`src/rtl/cpu_pkg.sv`:
```
// Shared pipeline definitions: word widths, write-back select codes, MEM-stage
// FSM state codes and small helpers for access classification and WB muxing.
package cpu_pkg;

    localparam int XLEN      = 32;
    localparam int REG_IDX_W = 5;

    localparam logic [1:0] WB_ALU  = 2'b00;
    localparam logic [1:0] WB_DMEM = 2'b01;
    localparam logic [1:0] WB_PC4  = 2'b10;
    localparam logic [1:0] WB_RSVD = 2'b11;

    localparam logic [0:0] ST_IDLE      = 1'b0;
    localparam logic [0:0] ST_WAIT_RESP = 1'b1;

    typedef enum logic [1:0] {
        ACC_NONE  = 2'd0,
        ACC_LOAD  = 2'd1,
        ACC_STORE = 2'd2
    } acc_class_t;

    // Store enable wins over a load-style write-back select.
    function automatic acc_class_t classify(input logic we_dmem, input logic [1:0] wbsel);
        if (we_dmem)
            return ACC_STORE;
        else if (wbsel == WB_DMEM)
            return ACC_LOAD;
        else
            return ACC_NONE;
    endfunction

    function automatic logic [XLEN-1:0] wb_select(
        input logic [1:0]      wbsel,
        input logic [XLEN-1:0] alu,
        input logic [XLEN-1:0] pc,
        input logic [XLEN-1:0] rdata
    );
        case (wbsel)
            WB_DMEM:         return rdata;
            WB_PC4:          return pc + XLEN'(4);
            WB_ALU, WB_RSVD: return alu;
            default:         return alu;
        endcase
    endfunction

endpackage

```
`src/rtl/dmem_if.sv`:
```
// Word-wide request/grant/response data-memory port. The MEM stage is master.
interface dmem_if #(
    parameter int ADDR_W = 32,
    parameter int DATA_W = 32
);
    logic              dmem_req;
    logic              dmem_we;
    logic [ADDR_W-1:0] dmem_addr;
    logic [DATA_W-1:0] dmem_wdata;
    logic              dmem_gnt;
    logic              dmem_rvalid;
    logic [DATA_W-1:0] dmem_rdata;

    modport master (
        output dmem_req, dmem_we, dmem_addr, dmem_wdata,
        input  dmem_gnt, dmem_rvalid, dmem_rdata
    );

    modport slave (
        input  dmem_req, dmem_we, dmem_addr, dmem_wdata,
        output dmem_gnt, dmem_rvalid, dmem_rdata
    );
endinterface

```
`src/rtl/mem_wb_reg.sv`:
```
// MEM/WB pipeline register: selects write-back data and inserts a bubble
// whenever the MEM stage stalls.
module mem_wb_reg
    import cpu_pkg::*;
(
    input  logic                 clk,
    input  logic                 rst,
    input  logic                 bubble,
    input  logic                 kill,
    input  logic                 we_reg,
    input  logic [REG_IDX_W-1:0] rdst_id,
    input  logic [1:0]           wbsel,
    input  logic [XLEN-1:0]      alu_result,
    input  logic [XLEN-1:0]      pc,
    input  logic [XLEN-1:0]      rdata,
    output logic                 wb_we_reg,
    output logic [REG_IDX_W-1:0] wb_rdst_id,
    output logic [XLEN-1:0]      wb_wdata
);

    always_ff @(posedge clk) begin
        if (rst || bubble) begin
            wb_we_reg  <= 1'b0;
            wb_rdst_id <= '0;
            wb_wdata   <= '0;
        end else begin
            // A suppressed (misaligned) access still retires, but never writes.
            wb_we_reg  <= we_reg & ~kill;
            wb_rdst_id <= rdst_id;
            wb_wdata   <= wb_select(wbsel, alu_result, pc, rdata);
        end
    end

endmodule

```
`src/rtl/mem_access_unit.sv`:
```
// MEM-stage data-memory access engine: request/grant/response sequencing,
// pipeline stall generation, stall counter and the MEM/WB register.
//
//   state        | meaning
//   -------------+---------------------------------------------------------
//   ST_IDLE      | no access outstanding; aligned load/store drives dmem_req
//   ST_WAIT_RESP | load granted, waiting for dmem_rvalid
module mem_access_unit
    import cpu_pkg::*;
#(
    parameter int ADDR_W = 32,
    parameter int DATA_W = 32
) (
    input  logic                 clk,
    input  logic                 rst,
    input  logic                 mem_we_reg,
    input  logic                 mem_we_dmem,
    input  logic [XLEN-1:0]      mem_pc,
    input  logic [XLEN-1:0]      mem_rd,
    input  logic [XLEN-1:0]      mem_rs2,
    input  logic [REG_IDX_W-1:0] mem_rdst_id,
    input  logic [1:0]           mem_wbsel,
    dmem_if.master               dmem,
    output logic                 mem_stall,
    output logic                 misalign,
    output logic                 wb_we_reg,
    output logic [REG_IDX_W-1:0] wb_rdst_id,
    output logic [XLEN-1:0]      wb_wdata,
    output logic [31:0]          stall_cnt
);

    logic [0:0] state_q;
    logic [0:0] state_d;
    acc_class_t acc;
    logic       mem_op;
    logic       aligned;
    logic       access_ok;
    logic       in_idle;

    always_comb begin
        acc       = classify(mem_we_dmem, mem_wbsel);
        mem_op    = (acc != ACC_NONE);
        aligned   = (mem_rd[1:0] == 2'b00);
        access_ok = mem_op & aligned;
        in_idle   = (state_q == ST_IDLE);
    end

    // Request is held with the frozen EX/MEM values until granted.
    assign dmem.dmem_req   = ~rst & in_idle & access_ok;
    assign dmem.dmem_we    = (acc == ACC_STORE);
    assign dmem.dmem_addr  = mem_rd[ADDR_W-1:0];
    assign dmem.dmem_wdata = mem_rs2[DATA_W-1:0];

    assign mem_stall = (in_idle & access_ok & ((acc == ACC_LOAD) | ~dmem.dmem_gnt))
                     | (~in_idle & ~dmem.dmem_rvalid);

    always_comb begin
        state_d = state_q;
        case (state_q)
            ST_IDLE:
                if (access_ok && (acc == ACC_LOAD) && dmem.dmem_gnt)
                    state_d = ST_WAIT_RESP;
            ST_WAIT_RESP:
                if (dmem.dmem_rvalid)
                    state_d = ST_IDLE;
            default:
                state_d = ST_IDLE;
        endcase
    end

    always_ff @(posedge clk) begin
        if (rst) begin
            state_q  <= ST_IDLE;
            misalign <= 1'b0;
        end else begin
            state_q  <= state_d;
            misalign <= in_idle & mem_op & ~aligned;
        end
    end

    always_ff @(posedge clk) begin
        if (rst)
            stall_cnt <= '0;
        else if (mem_stall && (stall_cnt != 32'hFFFF_FFFF))
            stall_cnt <= stall_cnt + 32'd1;
    end

    mem_wb_reg u_mem_wb_reg (
        .clk        (clk),
        .rst        (rst),
        .bubble     (mem_stall),
        .kill       (mem_op & ~aligned),
        .we_reg     (mem_we_reg),
        .rdst_id    (mem_rdst_id),
        .wbsel      (mem_wbsel),
        .alu_result (mem_rd),
        .pc         (mem_pc),
        .rdata      (dmem.dmem_rdata),
        .wb_we_reg  (wb_we_reg),
        .wb_rdst_id (wb_rdst_id),
        .wb_wdata   (wb_wdata)
    );

endmodule

```
`src/flat_wrapper.sv`:
```
// flat-port wrapper written by rule: the top's interface ports become plain ports
module mem_access_unit_flat import cpu_pkg::*;
#(
    parameter int ADDR_W = 32,
    parameter int DATA_W = 32
)
  (clk, rst, mem_we_reg, mem_we_dmem, mem_pc, mem_rd, mem_rs2, mem_rdst_id, mem_wbsel, mem_stall, misalign, wb_we_reg, wb_rdst_id, wb_wdata, stall_cnt, dmem_dmem_req, dmem_dmem_we, dmem_dmem_addr, dmem_dmem_wdata, dmem_dmem_gnt, dmem_dmem_rvalid, dmem_dmem_rdata);
  dmem_if #(.ADDR_W(ADDR_W), .DATA_W(DATA_W)) dmem_i ();
  input  logic clk;
  input  logic rst;
  input  logic mem_we_reg;
  input  logic mem_we_dmem;
  input  logic [XLEN-1:0] mem_pc;
  input  logic [XLEN-1:0] mem_rd;
  input  logic [XLEN-1:0] mem_rs2;
  input  logic [REG_IDX_W-1:0] mem_rdst_id;
  input  logic [1:0] mem_wbsel;
  output logic mem_stall;
  output logic misalign;
  output logic wb_we_reg;
  output logic [REG_IDX_W-1:0] wb_rdst_id;
  output logic [XLEN-1:0] wb_wdata;
  output logic [31:0] stall_cnt;
  output wire logic [$bits(dmem_i.dmem_req)-1:0] dmem_dmem_req;
  output wire logic [$bits(dmem_i.dmem_we)-1:0] dmem_dmem_we;
  output wire logic [$bits(dmem_i.dmem_addr)-1:0] dmem_dmem_addr;
  output wire logic [$bits(dmem_i.dmem_wdata)-1:0] dmem_dmem_wdata;
  input wire logic [$bits(dmem_i.dmem_gnt)-1:0] dmem_dmem_gnt;
  input wire logic [$bits(dmem_i.dmem_rvalid)-1:0] dmem_dmem_rvalid;
  input wire logic [$bits(dmem_i.dmem_rdata)-1:0] dmem_dmem_rdata;
  assign dmem_dmem_req = dmem_i.dmem_req;
  assign dmem_dmem_we = dmem_i.dmem_we;
  assign dmem_dmem_addr = dmem_i.dmem_addr;
  assign dmem_dmem_wdata = dmem_i.dmem_wdata;
  assign dmem_i.dmem_gnt = dmem_dmem_gnt;
  assign dmem_i.dmem_rvalid = dmem_dmem_rvalid;
  assign dmem_i.dmem_rdata = dmem_dmem_rdata;
  mem_access_unit #(.ADDR_W(ADDR_W), .DATA_W(DATA_W)) u_core (.clk(clk), .rst(rst), .mem_we_reg(mem_we_reg), .mem_we_dmem(mem_we_dmem), .mem_pc(mem_pc), .mem_rd(mem_rd), .mem_rs2(mem_rs2), .mem_rdst_id(mem_rdst_id), .mem_wbsel(mem_wbsel), .dmem(dmem_i), .mem_stall(mem_stall), .misalign(misalign), .wb_we_reg(wb_we_reg), .wb_rdst_id(wb_rdst_id), .wb_wdata(wb_wdata), .stall_cnt(stall_cnt));
endmodule
```
`config.mk`:
```
export PLATFORM = sky130hd
export DESIGN_NAME = mem_access_unit_flat
export DESIGN_NICKNAME = d
export VERILOG_FILES = /design/src/rtl/cpu_pkg.sv /design/src/rtl/dmem_if.sv /design/src/rtl/mem_wb_reg.sv /design/src/rtl/mem_access_unit.sv /design/src/flat_wrapper.sv
export SDC_FILE = /design/constraint.sdc
export NUM_CORES = 1
export LEC_CHECK = 0
export ABC_AREA = 1
export CORE_MARGIN = 3
export CORE_UTILIZATION = 43
export DETAILED_ROUTE_END_ITERATION = 6
export PLACE_DENSITY_LB_ADDON = 0.25
export REMOVE_ABC_BUFFERS = 1
export SYNTH_ARGS = -nofsm -noshare
export SYNTH_HDL_FRONTEND = slang
export SYNTH_SLANG_ARGS = --single-unit
```
`constraint.sdc`:
```
create_clock -name clk -period 4.5 [get_ports clk]
set_clock_uncertainty 0.15 [all_clocks]
set_input_delay 0.45 -clock clk [delete_from_list [all_inputs] [get_ports clk]]
set_output_delay 0.45 -clock clk [all_outputs]
set_load 0.05 [all_outputs]
```
; ---- Word-level counts from Yosys, hierarchy flattened
; Cells that the tools add are included.
[op_classes]
add_sub_neg = 2
n_mul = 0
n_div = 0
n_lt_le_gt_ge = 0
eq_ne = 6
n_shift = 0
mux = 6
n_bitwise = 18
reduce_logical = 8
[ops]
columns = op, n
row1 = 32-bit case mux with 3 select lines, 1
row2 = 32-bit by 1-bit adder with 32-bit output (second input constant), 1
row3 = 32-bit by 3-bit adder with 32-bit output (second input constant), 1
row4 = 32-bit inequality test (second input constant), 1
row5 = 1-bit AND, 10
row6 = 2-bit == test (second input constant), 3
row7 = 1-bit NOT, 6
row8 = 2-bit by 1-bit == test with 1-bit output (second input constant), 2
row9 = 2-bit logical NOT, 2
row10 = 1-bit logical AND, 3
row11 = 1-bit 2-to-1 mux, 3
row12 = 2-bit 2-to-1 mux, 1
row13 = 1-bit OR, 2
row14 = 1-bit case mux with 2 select lines, 1
row15 = 2-bit nonzero test, 1
row16 = 2-bit OR reduction, 1
row17 = 1-bit logical OR, 1
[word_totals]
ff_bits = 72
latchBits = 0
ramBits = 0
rom_bits = 0
inputBits = 141
out_inout_bits = 138
wordCells = 46
memories = 0

; ---- Logic depth before layout (Yosys ltp)
; Gate-level depths: netlist (run 1).
[logic_depth]
ltp_word = 9
mapped_depth = 12
ltp_nobuf = 11

; ---- Cells and area by module
; From an unflattened synthesis (run 1), not the netlist that was laid out.
[hier_totals]
cells_unflattened = 843
hier_area_um2 = 5200.0
[by_module_without_submodules]
columns = module, instances, cells_per_inst, area_per_inst_um2, seq_area_each_um2
row1 = mem_access_unit, 1, 464, 2793.9, 680.7
row2 = mem_wb_reg, 1, 379, 2406.1, 760.7

; ---- Least setup slack after synthesis (run 1)
; No wires, ideal clock.
[synth_timing]
path_type = input -> output
startpoint = input mem_wbsel[1]
endpoint = output dmem_dmem_req
t_arrival_ps = 2220
required_ps = 3900
setup_slack_ps = 1680
cell_stages = 4
n_path_buf = 0
path_cell_list = inv_1 ha_1 nor2_2 nor4_1
[synth_between]
elab_chain_cells = 6
[synth_lines]
columns = item, line_no
row1 = from (decl), flat_wrapper.sv:17  ; input logic [1:0] mem_wbsel;
row2 = 2-bit by 1-bit == test with 1-bit output, cpu_pkg.sv:26  ; else if (wbsel == WB_DMEM)
row3 = 1-bit 2-to-1 mux, cpu_pkg.sv:26
row4 = 2-bit 2-to-1 mux, cpu_pkg.sv:24  ; if (we_dmem)
row5 = 2-bit nonzero test, mem_access_unit.sv:42  ; mem_op = (acc != ACC_NONE);
row6 = 1-bit AND, mem_access_unit.sv:44  ; access_ok = mem_op & aligned;
row7 = 1-bit AND, mem_access_unit.sv:49  ; assign dmem.dmem_req = ~rst & in_idle & access_ok;
row8 = to (decl), flat_wrapper.sv:24  ; output wire logic [$bits(dmem_i.dmem_req)-1:0] dmem_dmem_req;
; No other way between the ends.

; ---- Final worst setup path (run 1)
[layout_timing]
startpoint = input mem_wbsel[0]
endpoint = output mem_stall
[layout_between]
elab_chain_cells = 8
elab_cells_between_ends = 10
cone_classes = eq/ne (2) / mux (2) / bitwise (5) / reduce/logical (1)
[layout_lines]
columns = item, line_no
row1 = 2-bit by 1-bit == test with 1-bit output *, cpu_pkg.sv:26
row2 = 1-bit 2-to-1 mux *, cpu_pkg.sv:26
row3 = 2-bit 2-to-1 mux *, cpu_pkg.sv:24
row4 = 2-bit nonzero test, mem_access_unit.sv:42
row5 = 1-bit AND, mem_access_unit.sv:44
row6 = 1-bit AND, mem_access_unit.sv:54  ; assign mem_stall = (in_idle & access_ok & ((acc == ACC_LOAD) | ~dmem.dmem_gnt))
row7 = 1-bit AND *, mem_access_unit.sv:54
row8 = 1-bit OR *, mem_access_unit.sv:55  ; | (~in_idle & ~dmem.dmem_rvalid);
row9 = to (decl), flat_wrapper.sv:18  ; output logic mem_stall;
; Mark *: on every way between the ends. The rest lies on a longest branch, timed or not.

==> impl_metrics.ini, run 1 <==
[status]
status = completed

[cts]
cts-root-buf = clkbuf_16
clkSlewWorstSetupHoldPaths_ns = 0.06
cts_hold_buf = 0
clk_path_buf_depth = 2
postCtsSetupRepairBufs = 0
numCtsBuffers = 9
worstSkewPairLatency_ns = 0.34
htree_levels = 3
cts_tree = done
cts_resized = 0
cts_sinks = 72

[synth]
synth_area_leader_cell = dfxtp_1
ys_seq_area_share_pct = 28.1
synthArstFlopShare_pct = 0
synth_seq_cells = 72
yosysMostFrequentCell = nand2_1
synth_area_per_cell_um2 = 6.16
synth_edf_count = 0
synth_cell_types = 33
yosys-top-cells-count = 238 x nand2_1, 114 x nor2_1, 87 x a21oi_1
yosys_most_used_dff = dfxtp_1
synthCells = 832
ys_warn_count = 0
netlist_area_um2 = 5130
synth_area_leaders = dfxtp_1 28%, nand2_1 17%, buf_4 9.7%
netlist.area_leader.share_pct = 28.1

[critical_path]
worst-path-buf-inv = 2
worstSetupPathType = primary input to output port
critPathTopFamily = buffers and inverters
endpoint_kind = output port
cp-start-kind = primary input
path_max_fanout = 8
cp.required_ns = 3.90
cpMostUsedCell = clkdlybuf4s50_1
critPathSlowestCell = clkdlybuf4s50_1
path_cells = clkdlybuf4s50_1, ha_1, nor2_2, nor2_1, nand3_1, nand2_2, clkdlybuf4s50_1
crit_arrival_ns = 2.45
critPathMaxStageDelay_ns = 0.86

[timing]
slew_headroom_pct = 37.1
holdWs_ns = 0.333
worst_pin_slew_ns = 0.942
setup-tns-final_ns = 0
final_max_slew_viol_count = 0
finalCritPeriodShare_pct = 67.7
hold_viol = 0
finalCriticalPeriod_ns = 3.05
setup_ws_ns = 1.45
rsz0062_at_grt = false
clock.fmax_mhz = 328
setup_viol = 0

[floorplanning]
dieArea_um2 = 13300
start_util_pct = 44.5
fp-row-count = 39
ios = 279
core_area_um2 = 11500
die_h_um = 115
die_width_um = 115

[layout]
final_cell_area_um2 = 7170
fin_cells = 1120
nNetsFinal = 1118
reg.largest.list = u_core.stall_cnt x32, u_core.u_mem_wb_reg.wb_wdata x32, u_core.u_mem_wb_reg.wb_rdst_id x5
diodes = 0
finish.utilization_pct = 62.2
num-fill-cells = 1105
layout-drive-gt1-share_pct = 5.73
area_growth_pct = 39.8

[route]
drt-pass1-iter-count = 5
drt-vias-per-instance = 5.05
drt_iter0_drc = 424
drt.antenna.violating_nets = 0
routed_wirelength_mm = 18.4
wl_per_cell_um = 16.5
vias = 5657
drc = 0

[min_path]
hold_class = flop to flop

[power_and_ir_drop]
total_power_mw = 1.93
p_per_area_nw_per_um2 = 269
p_leak_nw = 2.72
vdd_drop_max_mv = 0.280

[global_routing]
grt_pass1_wl_mm = 28.4
gr-usage-all-layers_pct = 28.2
grt_pass1_vias = 5226
grt_start_max_net_pins = 34
antenna_found_initial = 1
grt_overflow = 0

[placement]
dp_hpwl_mm = 14.9
io_buffers = 214
dp.cells = 1104
pre_cts_ws_ns = 1.45
routabilityCongestion = 0.932
place_area_um2 = 6860

[job]
drv_cap = 0
[final cells by class]
cell class | instances | area, um2 | share of cell area [%]
Clock buffer | 12 | 256 | 3.58
Multi-Input combinational cell | 598 | 2790 | 38.9
Timing Repair Buffer | 219 | 2180 | 30.4
Clock inverter | 4 | 52.6 | 0.733
Tap cell | 143 | 179 | 2.50
Inverter | 72 | 270 | 3.77
Sequential cell | 72 | 1440 | 20.1
[cells in the final DEF, fill, tap and decap left out]
cell	n
xor2_1	10
nand2_4	3
nand2_2	8
o211ai_1	1
ha_1	5
nor3_1	1
clkdlybuf4s50_1	214
or2_2	1
clkbuf_1	1
buf_4	5
clkbuf_16	9
a22o_1	1
and2_1	1
nor4_1	2
inv_1	70
nand3_1	45
clkbuf_8	2
clkinv_1	1
a21o_1	1
nor2_1	113
inv_2	1
nand2_1	238
clkinvlp_4	3
nor2_8	1
o21ai_0	46
o21bai_1	2
nor2_2	8
dfxtp_1	72
xnor2_1	4
nand4_1	6
bufinv_16	1
a21oi_2	10
a21oi_1	87
nor2_4	4
[logic make-up (layout without fill, tap and decap cells)]
| group | Yosys count | after routing | synth area share [%] |
|---|---|---|---|
| adder cells (fa/ha/maj) | 5 | 5 | 1.22 |
| XOR/XNOR | 14 | 14 | 2.39 |
| AO/OA/AOI/OAI | 148 | 148 | 15.5 |
| buffers and inverters | 162 | 307 | 17.6 |
| flip-flops | 72 | 72 | 28.1 |
| AND/OR/NAND/NOR | 431 | 431 | 35.2 |
[power by group]
group	internal [mW]	total, mW	switching, mW
registers	0.667	0.680	0.0129
logic	0.197	0.503	0.306
clock network	0.459	0.745	0.286
[final timing paths]
check | slack [ns] | from | endpoint | depth (start not counted)
worst max-delay path | 1.45 | mem_wbsel[0] | mem_stall | 7
worst min-delay path | 0.33 | u_core.state_q | u_core.misalign | 1
worst max register to register | 2.09 | u_core.stall_cnt[0] | u_core.stall_cnt[21] | 10
worst min register to register | 0.33 | u_core.state_q | u_core.misalign | 1
[metal layers]
metal  track usage [%]  share of wire, %
met3              15.7                13
met4              4.85              0.95
met1              35.3                42
met5              4.44              0.50
met2              42.7                44
No activity file was read; power rests on OpenSTA's default activity.
==> inputs of run 2 (changes only) <==
Settings changed: CORE_UTILIZATION 43 to 36.
Clock period 4.5 ns to 2.79 ns, I/O delays scaled along.
==> run 2 against run 1 <==
Compared with the run above:
- global-route usage shrank 4.0 points
- power grew 68%
- critical path depth grew 4
- non-clock buffer count grew 7
- sequential cell count is the same
- critical path type is now primary input to flop
==> impl_metrics.ini, run 2 (synthesized netlist as in run 1, its figures left out) <==
[layout]
reg.largest.list = u_core.stall_cnt x32, u_core.u_mem_wb_reg.wb_wdata x32, u_core.u_mem_wb_reg.wb_rdst_id x5
area_growth_pct = 42.8
nNetsFinal = 1125
mostFrequentLayoutCells = 238 x nand2_1, 212 x clkdlybuf4s50_1, 113 x nor2_1
finish.utilization_pct = 54.0
layout_commonest_cell = nand2_1
layout-drive-gt1-share_pct = 6.61
num-fill-cells = 1394

[power_and_ir_drop]
p_leak_nw = 2.79
p_per_area_nw_per_um2 = 442
total_power_mw = 3.23
vdd_drop_max_mv = 0.397

[global_routing]
gr-usage-met3_pct = 12.8
grt.met2_usage_pct = 35.6
antenna_found_initial = 1
grt_pass1_vias = 5296
gr-usage-all-layers_pct = 24.2
grtUsageMet1_pct = 31.7
grt_pass1_wl_mm = 29.5
grt_start_max_net_pins = 33
grt_overflow = 0
grt_busiest_layer = met2

[critical_path]
regToRegStartpoint = u_core.stall_cnt[0]
crit_arrival_ns = 2.32
r2r_setup_slack_ns = 0.63
cp.required_ns = 2.91
cp-startpoint = mem_wbsel[1]
r2r_cells = 10
cp-start-kind = primary input
worstSetupPathType = primary input to flop
path_max_fanout = 29
endpoint_kind = flop
timing.rr.end = u_core.stall_cnt[13]

[timing]
rsz0062_at_grt = false
setup-tns-final_ns = 0
holdWs_ns = 0.310
finalCriticalPeriod_ns = 2.20
final_max_slew_viol_count = 0
worst_pin_slew_ns = 0.609
clock.fmax_mhz = 454
setup_viol = 0
slew_headroom_pct = 59.3
hold_viol = 0
setup_ws_ns = 0.587
finalCritPeriodShare_pct = 78.9

[cts]
clk_path_buf_depth = 2
cts_tree = done
worstSkewPairLatency_ns = 0.34
numCtsBuffers = 9
clkSlewWorstSetupHoldPaths_ns = 0.06
cts_sinks = 72
cts_resized = 0
htree_levels = 3
cts_hold_buf = 0
cts-root-buf = clkbuf_16
postCtsSetupRepairBufs = 0

[floorplanning]
fp-row-count = 42
ios = 279
dieArea_um2 = 15700
start_util_pct = 37.8
core_area_um2 = 13600
die_h_um = 125
die_width_um = 125

[min_path]
hold_class = primary input to flop
worstHoldPathCells = 3
min_to = u_core.u_mem_wb_reg.wb_rdst_id[4]
hp-start = mem_rdst_id[4]

[route]
drt-vias-per-instance = 4.85
drc = 0
drt.antenna.violating_nets = 0
drt_iter0_drc = 326
drt-pass1-iter-count = 5
routed_wirelength_mm = 19.4
vias = 5636
wl_per_cell_um = 16.8

[placement]
io_buffers = 214
routabilityCongestion = 0.913
dp_hpwl_mm = 15.9
pre_cts_ws_ns = 0.196

[job]
drv_cap = 0

[status]
status = completed
## run 2: worst max path at each step
| stage | end | cells past startpoint | slack, ns |
|---|---|---|---|
| 6_report | u_core.u_mem_wb_reg.wb_wdata[3] | 11 | 0.59 |
| 5_1_grt | u_core.u_mem_wb_reg.wb_wdata[3] | 11 | 0.36 |
| 4_1_cts | u_core.u_mem_wb_reg.wb_wdata[3] | 11 | 0.57 |
| 3_5_place_dp | u_core.u_mem_wb_reg.wb_wdata[0] | 11 | 0.20 |
| 3_3_place_gp | u_core.u_mem_wb_reg.wb_wdata[3] | 11 | 0.24 |
| 2_1_floorplan | u_core.u_mem_wb_reg.wb_wdata[0] | 9 | 0.21 |
## run 2: worst max-delay path: stages
cell and delay, ns:
clkdlybuf4s50_1 0.48, inv_1 0.07, ha_1 0.20, nor2_2 0.15
nor2_1 0.07, nand3_1 0.08, nand2_2 0.10, nor2_2 0.09
buf_4 0.28, clkinv_1 0.33, a21oi_1 0.20
## run 2: power breakdown
part / internal [mW] / switching (mW)
Combinational: 0.330 / 0.501
Clock: 0.834 / 0.472
Sequential: 1.08 / 0.0189
Total: 2.24 / 0.992
## run 2: through the flow
stage               std cells  area (um2)
finish                   1161        7320
global route             1161        7320
CTS                      1160        7320
detailed placement       1144        6980
global placement         1144        6980
floorplan                 742        4500
## run 2: layout make-up
class,count,area [um2],share of cell area (%)
inverters,72,270,3.69
well taps,176,220,3.01
clock inverters,4,76.3,1.04
repair buffers,226,2260,30.9
multi-input cells,598,2790,38.1
clock buffers,12,256,3.50
diodes,1,2.50,0.0342
flip-flops and latches,72,1440,19.7
## run 2: layer usage
metal	up-vias	share of wire (%)	wire length, um
met5	-	0.47	91
met4	2	0.89	174
met3	12	12	2290
met2	255	42	8150
met1	2480	45	8740
li1	2887	-	-
==> inputs of run 3 (changes only) <==
Settings changed: CORE_UTILIZATION 36 to 40.
Clock period 2.79 ns to 2.05 ns, I/O delays scaled along.
==> run 3 against run 2 <==
Compared with the run above:
- global-route usage increased by 3.1 points
- sequential cell count did not move
- clock-buffer cell count fell by 1
- critical endpoint is now stall_cnt[13]
==> impl_metrics.ini, run 3 (synthesized netlist as in run 1, its figures left out) <==
[placement]
place_area_um2 = 7480
dp_hpwl_mm = 16.2
io_buffers = 214
routabilityCongestion = 0.923

[power_and_ir_drop]
p_leak_nw = 3.33
switching_share_pct = 31.2
combPwrFrac_pct = 28.3
p_seq_share_pct = 34.9
power.internal_mw = 2.93
vdd_drop_max_mv = 0.519
power_frac_clock_pct = 36.8
p_per_area_nw_per_um2 = 545
p_sw_mw = 1.33

[timing]
clock.fmax_mhz = 497
setup-tns-final_ns = 0
rsz0062_at_grt = false
hold_viol = 0
slew_headroom_pct = 60.9
final_max_slew_viol_count = 0
worst_pin_slew_ns = 0.585
finalCriticalPeriod_ns = 2.01
setup_viol = 0
finalCritPeriodShare_pct = 98.1

[cts]
cts_tree = done
cts_hold_buf = 0
htree_levels = 3
cts_sinks = 72
cts-root-buf = clkbuf_16
numCtsBuffers = 9
worstSkewPairLatency_ns = 0.34
clkSlewWorstSetupHoldPaths_ns = 0.06
clk_path_buf_depth = 2

[global_routing]
antenna_found_initial = 1
grt_overflow = 0
grt_pass1_vias = 5563
grt_start_max_net_pins = 33
grt_pass1_wl_mm = 30.0
gr-usage-all-layers_pct = 27.3

[layout]
multi_input_area_um2 = 2800
mostFrequentLayoutCells = 238 x nand2_1, 170 x clkdlybuf4s50_1, 112 x nor2_1
layout_commonest_cell = nand2_1
reg.largest.list = u_core.stall_cnt x32, u_core.u_mem_wb_reg.wb_wdata x32, u_core.u_mem_wb_reg.wb_rdst_id x5
area_growth_pct = 52.4
finish.utilization_pct = 63.7
register_area_um2 = 1440
nNetsFinal = 1191
num-fill-cells = 1145
layout-drive-gt1-share_pct = 15.8
diodes = 0
final_cell_area_um2 = 7810

[floorplanning]
dieArea_um2 = 14200
ios = 279
fp-row-count = 40
die_width_um = 119
start_util_pct = 41.8
core_area_um2 = 12300
die_h_um = 119

[route]
drt.antenna.violating_nets = 0
vias = 5990
wl_per_cell_um = 16.2
drt_iter0_drc = 421
drt-vias-per-instance = 4.92
routed_wirelength_mm = 19.8
drt-pass1-iter-count = 5
drc = 0

[critical_path]
regToRegStartpoint = u_core.stall_cnt[1]
r2r_cells = 11
critPathMaxStageDelay_ns = 0.80
worstSetupPathType = flop to output port
path_cells = buf_4, clkdlybuf4s50_1
worst-path-stages = 2
cp-start-kind = flop
critPathTopFamily = buffers and inverters
endpoint_kind = output port
cp.required_ns = 1.69
cp-startpoint = u_core.stall_cnt[13]
worst-path-buf-inv = 2
critPathSlowestCell = clkdlybuf4s50_1
path_max_fanout = 4
crit_arrival_ns = 1.66

[job]
drv_cap = 0

[min_path]
worstHoldPathCells = 3
hold_class = primary input to flop
hp-start = mem_rdst_id[0]

[status]
status = completed
==> run 3: per-stage QoR <==
| step | power [mW] | setup WS (ns) | hold slack [ns] | cells |
|---|---|---|---|---|
| finish | 4.26 | 0.0395 | 0.236 | 1217 |
| detailed placement | 2.72 | -0.165 | 0.260 | 1200 |
| floorplan | 1.96 | -0.455 | 0.117 | 742 |
| global placement | 2.71 | -0.143 | 0.260 | 1200 |
| global route | 4.43 | 0.00260 | 0.242 | 1217 |
| CTS | 4.29 | 0.0106 | 0.222 | 1215 |
==> run 3: power by group through the flow <==
stage / logic, mW / clock network (mW) / registers [mW]
2_1_floorplan: 0.223 / 0 / 1.74
3_3_place_gp: 1.19 / 0 / 1.52
3_5_place_dp: 1.20 / 0 / 1.52
4_1_cts: 1.21 / 1.60 / 1.49
5_1_grt: 1.28 / 1.66 / 1.49
6_report: 1.21 / 1.57 / 1.49
==> run 3: worst reg2reg max path, cell delays in order (launching register included) <==
cell	delay [ns]
dfxtp_1	0.40
ha_1	0.20
inv_1	0.08
nor2_4	0.14
nand2_4	0.09
nor2_8	0.15
nand2_4	0.09
nand2_4	0.07
inv_2	0.08
buf_12	0.16
nand2_1	0.10
a21oi_1	0.07
==> run 3: cell type report <==
class | instances | share of cell area, %
Timing Repair Buffer | 292 | 35.9
Multi-Input combinational cell | 598 | 35.8
Clock buffer | 11 | 3.11
Inverter | 72 | 3.46
Tap cell | 168 | 2.69
Clock inverter | 4 | 0.577
Sequential cell | 72 | 18.4
==> run 3: repair_timing <==
action	4_1_cts	5_1_grt
pin swaps	0	1
endpoints found under the setup margin	1	11
setup buffers	0	2
gates resized for setup	1	10
==> run 3: routing by layer <==
metal	track usage, %	wire length, um	part of all wire, %
met1	35.2	8650	44
met5	4.78	106	0.54
met3	15.0	2510	13
met2	39.3	8210	41
met4	6.37	303	1.5
==> run 3: worst paths after layout <==
path                            slack, ns                                 to
worst max-delay path                 0.04                      stall_cnt[13]
worst min register to register       0.33                    u_core.misalign
worst min-delay path                 0.24  u_core.u_mem_wb_reg.wb_rdst_id[0]
worst max register to register       0.16               u_core.stall_cnt[25]
